### src/rtl/cnn_pkg.sv
// Shared CNN datapath defaults and the weight-window-loader state encoding.
package cnn_pkg;

  localparam int DEF_DW     = 8;
  localparam int DEF_KSIZE  = 2;
  localparam int DEF_HEIGHT = 32;
  localparam int N          = DEF_KSIZE * DEF_KSIZE;
  localparam int AW         = $clog2(DEF_HEIGHT);

  typedef enum logic [1:0] {
    IDLE = 2'd0,
    LOAD = 2'd1,
    HOLD = 2'd2
  } wl_state_e;

endpackage

### src/rtl/counter.sv
// Up-counter with synchronous clear; clear and increment in the same cycle yields 1.
module counter #(
  parameter int W = 3
) (
  input  logic         clk,
  input  logic         rst,
  input  logic         clr,
  input  logic         inc,
  output logic [W-1:0] q
);

  logic [W-1:0] q_r;
  logic [W-1:0] q_s;

  // Next count: optional clear, then optional increment
  always_comb begin
    q_s = q_r;
    if (clr) begin
      q_s = '0;
    end else begin
      q_s = q_r;
    end
    q_s = q_s + W'(inc);
  end

  // Count register
  always_ff @(posedge clk or posedge rst) begin
    if (rst) begin
      q_r <= '0;
    end else begin
      q_r <= q_s;
    end
  end

  assign q = q_r;

endmodule

### src/rtl/win_slot_reg.sv
// N x DW slot register file with indexed write; slot 0 sits in the LSBs of q.
module win_slot_reg #(
  parameter int N  = 4,
  parameter int DW = 8,
  parameter int IW = 3
) (
  input  logic            clk,
  input  logic            rst,
  input  logic            we,
  input  logic [IW-1:0]   idx,
  input  logic [DW-1:0]   wdata,
  output logic [N*DW-1:0] q
);

  logic [N-1:0][DW-1:0] slots_r;

  // Slot storage
  always_ff @(posedge clk or posedge rst) begin
    if (rst) begin
      slots_r <= '0;
    end else begin
      for (int i = 0; i < N; i++) begin
        if (we && (idx == IW'(i))) begin
          slots_r[i] <= wdata;
        end
      end
    end
  end

  assign q = slots_r;

endmodule

### src/rtl/weight_window_loader.sv
// Gathers KSIZE*KSIZE weight words from memory into one packed window for the PE stage.
// Optional macro WLOAD_DBL_BUF_EN adds ping-pong front/back window buffers.
module weight_window_loader
  import cnn_pkg::*;
#(
  parameter int HEIGHT = DEF_HEIGHT,
  parameter int DW     = DEF_DW,
  parameter int KSIZE  = DEF_KSIZE
) (
  input  logic                        clk,
  input  logic                        rst,
  input  logic [$clog2(HEIGHT)-1:0]   addr_in,
  input  logic                        addr_valid,
  output logic                        addr_ready,
  output logic [$clog2(HEIGHT)-1:0]   mem_addr,
  output logic                        mem_rd,
  input  logic [DW-1:0]               mem_rdata,
  output logic [KSIZE*KSIZE*DW-1:0]   win_data,
  output logic                        win_valid,
  input  logic                        win_ready,
  output logic                        busy
);

  localparam int WIN_N = KSIZE * KSIZE;
  localparam int CNT_W = $clog2(WIN_N) + 1;
  localparam logic [CNT_W-1:0] LAST_SLOT = CNT_W'(WIN_N - 1);
  localparam logic [CNT_W-1:0] FULL_CNT  = CNT_W'(WIN_N);

  wl_state_e        state_r;
  wl_state_e        state_s;
  logic             rd_pend_r;
  logic             win_valid_r;
  logic             win_valid_s;
  logic             addr_ready_s;
  logic             accept_s;
  logic             complete_s;
  logic             handshake_s;
  logic             wr_inc_s;
  logic [CNT_W-1:0] issued_r;
  logic [CNT_W-1:0] wr_idx_r;

  assign accept_s    = addr_valid && addr_ready_s;
  assign complete_s  = rd_pend_r && (wr_idx_r == LAST_SLOT);
  assign handshake_s = win_valid_r && win_ready;
  assign wr_inc_s    = rd_pend_r && !complete_s;

  counter #(.W(CNT_W)) u_issued (
    .clk (clk),
    .rst (rst),
    .clr (complete_s),
    .inc (accept_s),
    .q   (issued_r)
  );

  counter #(.W(CNT_W)) u_wr_idx (
    .clk (clk),
    .rst (rst),
    .clr (complete_s),
    .inc (wr_inc_s),
    .q   (wr_idx_r)
  );

`ifdef WLOAD_DBL_BUF_EN
  logic                  sel_r;
  logic                  swap_s;
  logic [WIN_N*DW-1:0]   buf0_s;
  logic [WIN_N*DW-1:0]   buf1_s;

  // A finished back buffer may swap forward only when the front is free or leaving now
  assign swap_s = (complete_s && (!win_valid_r || win_ready)) ||
                  ((state_r == HOLD) && win_ready);

  win_slot_reg #(.N(WIN_N), .DW(DW), .IW(CNT_W)) u_buf0 (
    .clk   (clk),
    .rst   (rst),
    .we    (rd_pend_r && sel_r),
    .idx   (wr_idx_r),
    .wdata (mem_rdata),
    .q     (buf0_s)
  );

  win_slot_reg #(.N(WIN_N), .DW(DW), .IW(CNT_W)) u_buf1 (
    .clk   (clk),
    .rst   (rst),
    .we    (rd_pend_r && !sel_r),
    .idx   (wr_idx_r),
    .wdata (mem_rdata),
    .q     (buf1_s)
  );

  // Front/back selector flips on every swap
  always_ff @(posedge clk or posedge rst) begin
    if (rst) begin
      sel_r <= 1'b0;
    end else begin
      sel_r <= sel_r ^ swap_s;
    end
  end

  assign win_data = sel_r ? buf1_s : buf0_s;
  assign busy     = (state_r != IDLE) || rd_pend_r || win_valid_r;
`else
  win_slot_reg #(.N(WIN_N), .DW(DW), .IW(CNT_W)) u_buf (
    .clk   (clk),
    .rst   (rst),
    .we    (rd_pend_r),
    .idx   (wr_idx_r),
    .wdata (mem_rdata),
    .q     (win_data)
  );

  assign busy = (state_r != IDLE) || rd_pend_r;
`endif

  // Next-state, address-ready and window-valid decode
  always_comb begin
    state_s      = state_r;
    addr_ready_s = 1'b0;
    win_valid_s  = win_valid_r;
    case (state_r)
      IDLE: begin
        if (addr_valid) begin
          state_s = LOAD;
        end else begin
          state_s = IDLE;
        end
      end
      LOAD: begin
`ifdef WLOAD_DBL_BUF_EN
        addr_ready_s = (issued_r < FULL_CNT) || (complete_s && swap_s);
        if (complete_s && swap_s) begin
          state_s = addr_valid ? LOAD : IDLE;
        end else if (complete_s) begin
          state_s = HOLD;
        end else begin
          state_s = LOAD;
        end
`else
        addr_ready_s = (issued_r < FULL_CNT);
        if (complete_s) begin
          state_s = HOLD;
        end else begin
          state_s = LOAD;
        end
`endif
      end
      HOLD: begin
        if (handshake_s) begin
          state_s = addr_valid ? LOAD : IDLE;
        end else begin
          state_s = HOLD;
        end
      end
      default: begin
        state_s = IDLE;
      end
    endcase

`ifdef WLOAD_DBL_BUF_EN
    if (swap_s) begin
      win_valid_s = 1'b1;
    end else if (handshake_s) begin
      win_valid_s = 1'b0;
    end else begin
      win_valid_s = win_valid_r;
    end
`else
    if (complete_s) begin
      win_valid_s = 1'b1;
    end else if (handshake_s) begin
      win_valid_s = 1'b0;
    end else begin
      win_valid_s = win_valid_r;
    end
`endif
  end

  // State, pending-read and window-valid registers
  always_ff @(posedge clk or posedge rst) begin
    if (rst) begin
      state_r     <= IDLE;
      rd_pend_r   <= 1'b0;
      win_valid_r <= 1'b0;
    end else begin
      state_r     <= state_s;
      rd_pend_r   <= accept_s;
      win_valid_r <= win_valid_s;
    end
  end

  assign addr_ready = addr_ready_s;
  assign mem_rd     = accept_s;
  assign mem_addr   = accept_s ? addr_in : '0;
  assign win_valid  = win_valid_r;

endmodule

### config.mk
export PLATFORM = sky130hd
export DESIGN_NAME = weight_window_loader
export DESIGN_NICKNAME = d
export VERILOG_FILES = /design/src/rtl/cnn_pkg.sv /design/src/rtl/counter.sv /design/src/rtl/win_slot_reg.sv /design/src/rtl/weight_window_loader.sv
export SDC_FILE = /design/constraint.sdc
export NUM_CORES = 1
export LEC_CHECK = 0
export CAP_MARGIN = 5
export CORE_MARGIN = 1.5
export CORE_UTILIZATION = 40
export DETAILED_ROUTE_END_ITERATION = 7
export PLACE_DENSITY = 0.71
export SYNTH_ARGS = -nofsm -noshare
export SYNTH_HDL_FRONTEND = slang
export SYNTH_HIERARCHICAL = 1
export SYNTH_SLANG_ARGS = --single-unit
### constraint.sdc
create_clock -name clk -period 1.7 [get_ports clk]
set_input_delay 0.17 -clock clk [delete_from_list [all_inputs] [get_ports clk]]
set_output_delay 0.17 -clock clk [all_outputs]
set_load 0.01 [all_outputs]
# Yosys cells after proc, flatten, opt, wreduce, memory -nomap -nowiden
# Index checks and enable logic that the tools add are counted.
dict set report word_totals {
  rom_bits 0
  input_bits 17
  mem_count 0
  latchBits 0
  ramBits 0
  register_bits 42
  output_inout_bits 41
}
dict set report classes {
  add_sub_neg 2
  eq_ne 5
  n_shift 0
  n_reduce_logical 13
  div 0
  bitwise_logic 0
  n_lt_le_gt_ge 1
  mux 10
  n_mul 0
}
# op n
set ops {}
lappend ops {{logical AND 1 bit} 7}
lappend ops {{adder 3 x 1 -> 3 bit} 2}
lappend ops {{== test 3 x 2 -> 1 bit, second input constant} 2}
lappend ops {{two-way mux 3 bit} 2}
lappend ops {{one-hot mux 2 bit (3 select lines)} 1}
lappend ops {{two-way mux 5 bit} 1}
lappend ops {{two-way mux 1 bit} 4}
lappend ops {{two-way mux 2 bit} 2}
lappend ops {{nonzero test 2 bit} 2}
lappend ops {{== test 3 x 1 -> 1 bit, second input constant} 1}
lappend ops {{zero test 3 bit} 1}
lappend ops {{< comparator 3 bit, second input constant} 1}
lappend ops {{== test 2 x 1 -> 1 bit, second input constant} 1}
lappend ops {{== test 2 bit, second input constant} 1}
lappend ops {{zero test 2 bit} 1}
lappend ops {{zero test 1 bit} 1}
lappend ops {{logical OR 1 bit} 1}

# Depth between registers and ports, before layout
dict set report logic_depth {
  word_depth 5
  ltp_mapped 6
  mapped_depth_nobuf 6
}

# Modules after synthesis
# The synthesis kept the hierarchy.
# mod n_inst cells_each area_each_um2
set modules_own_cells {}
lappend modules_own_cells {win_slot_reg 1 71 1227.4}
lappend modules_own_cells {counter 2 10 151.4}
lappend modules_own_cells {weight_window_loader 1 26 241.5}

# Least setup slack after synthesis
# OpenSTA, ideal clock, no wires.
dict set report synth_path {
  path_type {reg2reg}
  startpoint {reg u_wr_idx.q_r[2] (netlist: u_wr_idx/q[2])}
  endpoint {reg u_wr_idx.q_r[2] (netlist: u_wr_idx/q[2])}
  t_arrival_ps 1539
  path_buffers 0
  synth_period_minus_slack_ps 1661
  path_slack_ps 39
  stages_incl_launch_ff 7
  t_required_ps 1578
  setup_time_ps 122
  path_cell_list {dfrtp_1 -> nand4b_1 -> inv_1 -> and2b_2 -> ha_1 -> ha_1 -> xnor2_2}
}
dict set report synth_via {
  elab_chain_cells 5
}
# element line
set synth_rtl {}
lappend synth_rtl {{start, declared} counter.sv:12} ;# logic [W-1:0] q_r;
lappend synth_rtl {{start signal, assigned} counter.sv:31} ;# q_r <= q_s;
lappend synth_rtl {{== test 3 x 2 -> 1 bit (*)} weight_window_loader.sv:43} ;# assign complete_s = rd_pend_r && (wr_idx_r == LAST_SLOT);
lappend synth_rtl {{logical AND 1 bit (*)} weight_window_loader.sv:43}
lappend synth_rtl {{via complete_s} weight_window_loader.sv:36} ;# logic complete_s;
lappend synth_rtl {{zero test 1 bit} weight_window_loader.sv:45} ;# assign wr_inc_s = rd_pend_r && !complete_s;
lappend synth_rtl {{logical AND 1 bit} weight_window_loader.sv:45}
lappend synth_rtl {{adder 3 x 1 -> 3 bit (*)} counter.sv:23} ;# q_s = q_s + W'(inc);
lappend synth_rtl {{via u_wr_idx.q_s[2]} counter.sv:13} ;# logic [W-1:0] q_s;
# Mark *: on every way through the listed nets, which the timed path passes. The rest lies on a longest branch.
# A chain may end at the register's enable or synchronous reset.

# Worst setup path in the final report
dict set report layout_path {
  startpoint {reg state_r[1]}
  endpoint {out busy}
}
dict set report layout_via {
  elab_chain_cells 2
}
# element line
set layout_rtl {}
lappend layout_rtl {{start, declared} weight_window_loader.sv:29} ;# wl_state_e state_r;
lappend layout_rtl {{start signal, assigned} weight_window_loader.sv:185} ;# state_r <= state_s;
lappend layout_rtl {{nonzero test 2 bit} weight_window_loader.sv:112} ;# assign busy = (state_r != IDLE) || rd_pend_r;
lappend layout_rtl {{logical OR 1 bit} weight_window_loader.sv:112}
lappend layout_rtl {{end, declared} weight_window_loader.sv:21} ;# output logic busy
# Every way passes these cells.

==> impl.org <==
** Synth
- Counting flops and latches in the post-synthesis netlist gives 42.
- Combinational family with the most area after synthesis :: multiplexers
- Counting every net in the synthesized netlist gives 138.
- The fraction of the mapped netlist area in compound gates came to 0.02119.
- Multiplexer area fraction after synthesis :: 0.2034
- Each instance of the synthesized netlist takes up on average 15.14 um^2.
- Of the post-synthesis cell area, the dominant cell type holds 0.5932.
- Of the total synthesized cell area, the portion taken by XOR and XNOR cells is 0.01836.
- Cell count after synthesis :: 117
- Leading area contributor after synthesis :: dfrtp_1
- By area the synthesized netlist is led by dfrtp_1 59%, mux2_2 20%, ha_1 2.8%.
- Yosys mapped the design onto 24 distinct sky130hd cell types.
- For this run, the register share of the synthesized area comes to 0.5932.
- During synthesis, Yosys emitted a total of 6 warnings.
- Adder and majority gate portion of the synthesized area :: 0.02825
- Of the total synthesized cell area, the portion taken by AND, OR, NAND and NOR gates is 0.1172.
- In this run the cell area of the synthesized design comes to 0.001772 mm^2.

** Route
- The first TritonRoute pass finished after 3 iterations.
- The count of nets left with antenna violations once routing finished came out at 0.
- For this run, design rule violations remaining after detail routing come to 0.
- Wire length reported by the detailed router :: 3.668 mm
- Wirelength per Cell :: 14.50 um
- Vias after detailed routing :: 1221
- Using the TritonRoute via totals, the vias-per-cell ratio works out to a little under 5.
- Number of DRC violations after detailed-routing iteration 0 :: 73

** Setup path
- In this design, the stage delay of the slowest critical-path cell is 0.39 ns.
- Crit-path slowest cell :: dfrtp_1
- For the worst setup path, the data arrival time is 1.47 ns.
- Of all nets on the critical path, the largest fanout is 5.
- Endpoint of the most critical register-to-register path :: u_wr_idx/q[2]
- Cell Chain, Critical Path :: buf_4 -> or3_1 -> dlygate4sd2_1
- Data required time of the worst path :: around 1.5 ns
- Crit path buf inv count :: 2
- STA classifies the critical path endpoint as a primary output.
- Measured in cells, the most critical reg-to-reg path has a length of 6.
- R2R Path Start :: u_wr_idx/q[2]
- Reg-to-reg slack, setup :: 0.08 ns
- In this design, the largest share of critical-path delay is due to buffers and inverters.
- Startpoint types :: register
- Type of the worst setup path :: register to primary output
- Instance count on the critical path :: 3

** Floorplanning
- After floorplanning, the core was divided into 24 placement rows.
- The initial utilization of the core area, before any placement, comes to 0.4126.
- From bottom edge to top edge, the die measures 69.55 um.
- Pin placement for this block handled just under 60 I/O pins.
- Die footprint :: 0.004837 mm^2
- Width of the chip :: 69.55 um
- The region available for standard cell placement spans 0.004294 mm^2.

** CTS
- The tree is rooted in a clkbuf_8.
- Level count of the clock H-tree :: 2
- Number of sinks driven by the clock tree :: 42
- In this run, CTS created clock tree buffers numbering 5.
- Clock slew seen by the registers of the worst setup and hold paths :: roughly 0.070 ns
- After clock tree synthesis, the flow added hold-fix buffers numbering 0.
- At the later pin of the worst-skew pair, clock insertion delay measures 0.28 ns.
- TritonCTS built the clock tree.
- Counting along the longest clock path gives a buffer depth of 2.

** Place
- The count of buffers added on input and output ports is 57.
- The congestion estimate from routability-driven global placement came to 0.7537.
- Cell area after placement :: roughly 0.0025 mm^2
- Worst slack, placed :: -0.1255 ns
- Detailed placement finished with a half-perimeter wire length of between 2 and 3 mm.
- Cell total after placement :: between 200 and 250

** Outcome
- The flow ran to the end, and the final reports show no timing, DRC or antenna violations.

** Power and ir drop
- Areal power density over the cells :: 691.7 mW/mm^2
- Peak VDD IR :: 395.1 uV
- Leakage power :: 1.288 nW

** Layout
- Antenna diode instance count :: 0
- The count of cells in the finished layout, fillers not included, comes to 253.
- After filler insertion, the fill cell instance count of the layout stands at about 330.
- Growth of design area from synthesis to finish :: 48.73%
- Fraction of layout instances using a drive strength above 1 :: 0.3881
- The net count of the finished layout is around 220.
- Once layout is done, the placed cells without fillers occupy 0.002635 mm^2.
- Summing all multi-input logic gate instances after layout gives 700.7 um^2.
- The sequential cells in the finished layout cover a total of 0.001052 mm^2.

** STA
- Final Slew Violations :: 0
- Headroom to the max-slew limit :: 0.7263
- Minimum period implied by the final worst setup slack :: approximately 1.6 ns
- Count of endpoints failing setup in the final report :: 0
- Adding up every negative setup slack in the final design gives 0 ns.
- Worst Max-Slew Pin Slew :: 0.4105 ns
- Across all setup checks in the final design, the least slack found is 0.06300 ns.
- Worst Skew :: 0.004901 ns
- Timing would allow up to approximately 600 MHz.
- Share of the clock period used by the worst path :: 0.9629
- The count of final hold-check violations is 0.

** Job
- Number of maximum-capacitance violations :: 0

** GRT
- Global routing finished with a remaining overflow of 0.
- The first global-routing pass estimated 6.189 mm of wire.
- Antenna violations before repair :: 0
- Entering global routing, the biggest net connects 33 pins.
- Number of global-route vias before repair :: approximately 1300
- Across every metal layer, demand over resource in global routing totals 0.1598.

** Hold path
- The worst hold path belongs to the class primary input to async pin.
-- worst max path at each step --
stage	startpoint	endpoint	slack, ns
floorplan	u_wr_idx/q[2]	u_wr_idx/q[2]	0.04
CTS	u_issued/q[2]	mem_addr[2]	0.002
global route	rd_pend_r	u_wr_idx/q[2]	-0.004
finish	state_r[1]	busy	0.06
detailed placement	addr_valid	mem_addr[0]	-0.13
global placement	addr_valid	mem_addr[4]	-0.07
-- sequential cells by signal, indices dropped and copies added, names as in the netlist --
signal / count
u_wr_idx/q: 3
u_issued/q: 3
u_buf/q: 32
state_r: 2
win_valid: 1
rd_pend_r: 1
-- worst reg2reg max path: cells and delay by family, from the launching register on --
family	cells	cell delay, ns
xor+xnor	1	0.14
flops	1	0.38
fa+ha+maj	2	0.40
buf+inv	1	0.14
simple gates	2	0.46
-- metrics by stage --
step	hold slack [ns]	total power, mW	util
CTS	0.1532	1.853	0.6157
detailed placement	0.4580	1.214	0.5892
global route	0.1639	1.920	0.6136
global placement	0.4530	1.207	0.5892
finish	0.1554	1.823	0.6136
floorplan	-0.07636	1.107	-
-- per-layer routing --
metal	up-vias	global-route usage	wire [um]
met5	-	0	0
met1	605	0.1829	1560
li1	574	-	-
met2	40	0.2927	1903
met3	2	0.04070	190
met4	0	0.04575	13
-- kinds of logic after synthesis --
family / Yosys count
multiplexers: 32
AO/OA/AOI/OAI: 5
XOR/XNOR: 2
flip-flops: 42
adder cells (fa/ha/maj): 4
buffers and inverters: 8
AND/OR/NAND/NOR: 24
-- synth_stat cells --
| library cell | n |
|---|---|
| dfrtp_1 | 42 |
| mux2_2 | 32 |
| inv_1 | 6 |
| and2_1 | 5 |
| and2b_2 | 4 |
| ha_1 | 4 |
| buf_2 | 2 |
| nand2b_4 | 2 |
| nand4b_1 | 2 |
| nor2_1 | 2 |
| nor4bb_1 | 2 |
| xnor2_2 | 2 |
| a21oi_1 | 1 |
| a221o_1 | 1 |
| a2bb2o_1 | 1 |
| and4b_1 | 1 |
| and4bb_1 | 1 |
| nand2_1 | 1 |
| nand2b_1 | 1 |
| nor2b_1 | 1 |
| nor4b_4 | 1 |
| o21a_1 | 1 |
| o21ai_0 | 1 |
| or3_1 | 1 |
-- cell usage in the layout, fill, tap and decap left out, types with 2 or more instances in the layout --
master           count
clkdlybuf4s50_1     49
dfrtp_1             41
mux2_2              32
buf_4               21
clkbuf_8             6
and2_1               5
inv_1                5
dlygate4sd2_1        4
clkbuf_2             4
and2b_2              4
ha_1                 4
nand4b_1             2
nor2_1               2
nor4bb_2             2
nand2b_4             2
xnor2_2              2
-- timing repair --
action                                  4_1_cts  5_1_grt
gates resized for setup                      11        8
pin swaps                                     1        1
setup buffers                                 4        1
endpoints found under the setup margin        9        6
-- report_power, final --
part           internal [mW]  switching (mW)  leakage, nW
Sequential              1.01         0.00761        0.557
Combinational         0.0938          0.0718        0.682
Clock                  0.327           0.307       0.0482
Total                   1.44           0.387         1.29
-- cell type report --
cell class | instances | share of cell area
Inverter | 6 | 0.008547
Clock inverter | 1 | 0.001899
Timing Repair Buffer | 78 | 0.2669
Sequential cell | 42 | 0.3993
Tap cell | 52 | 0.02469
Clock buffer | 7 | 0.03276
Multi-Input combinational cell | 67 | 0.2659
No activity file was read; power rests on OpenSTA's default activity.
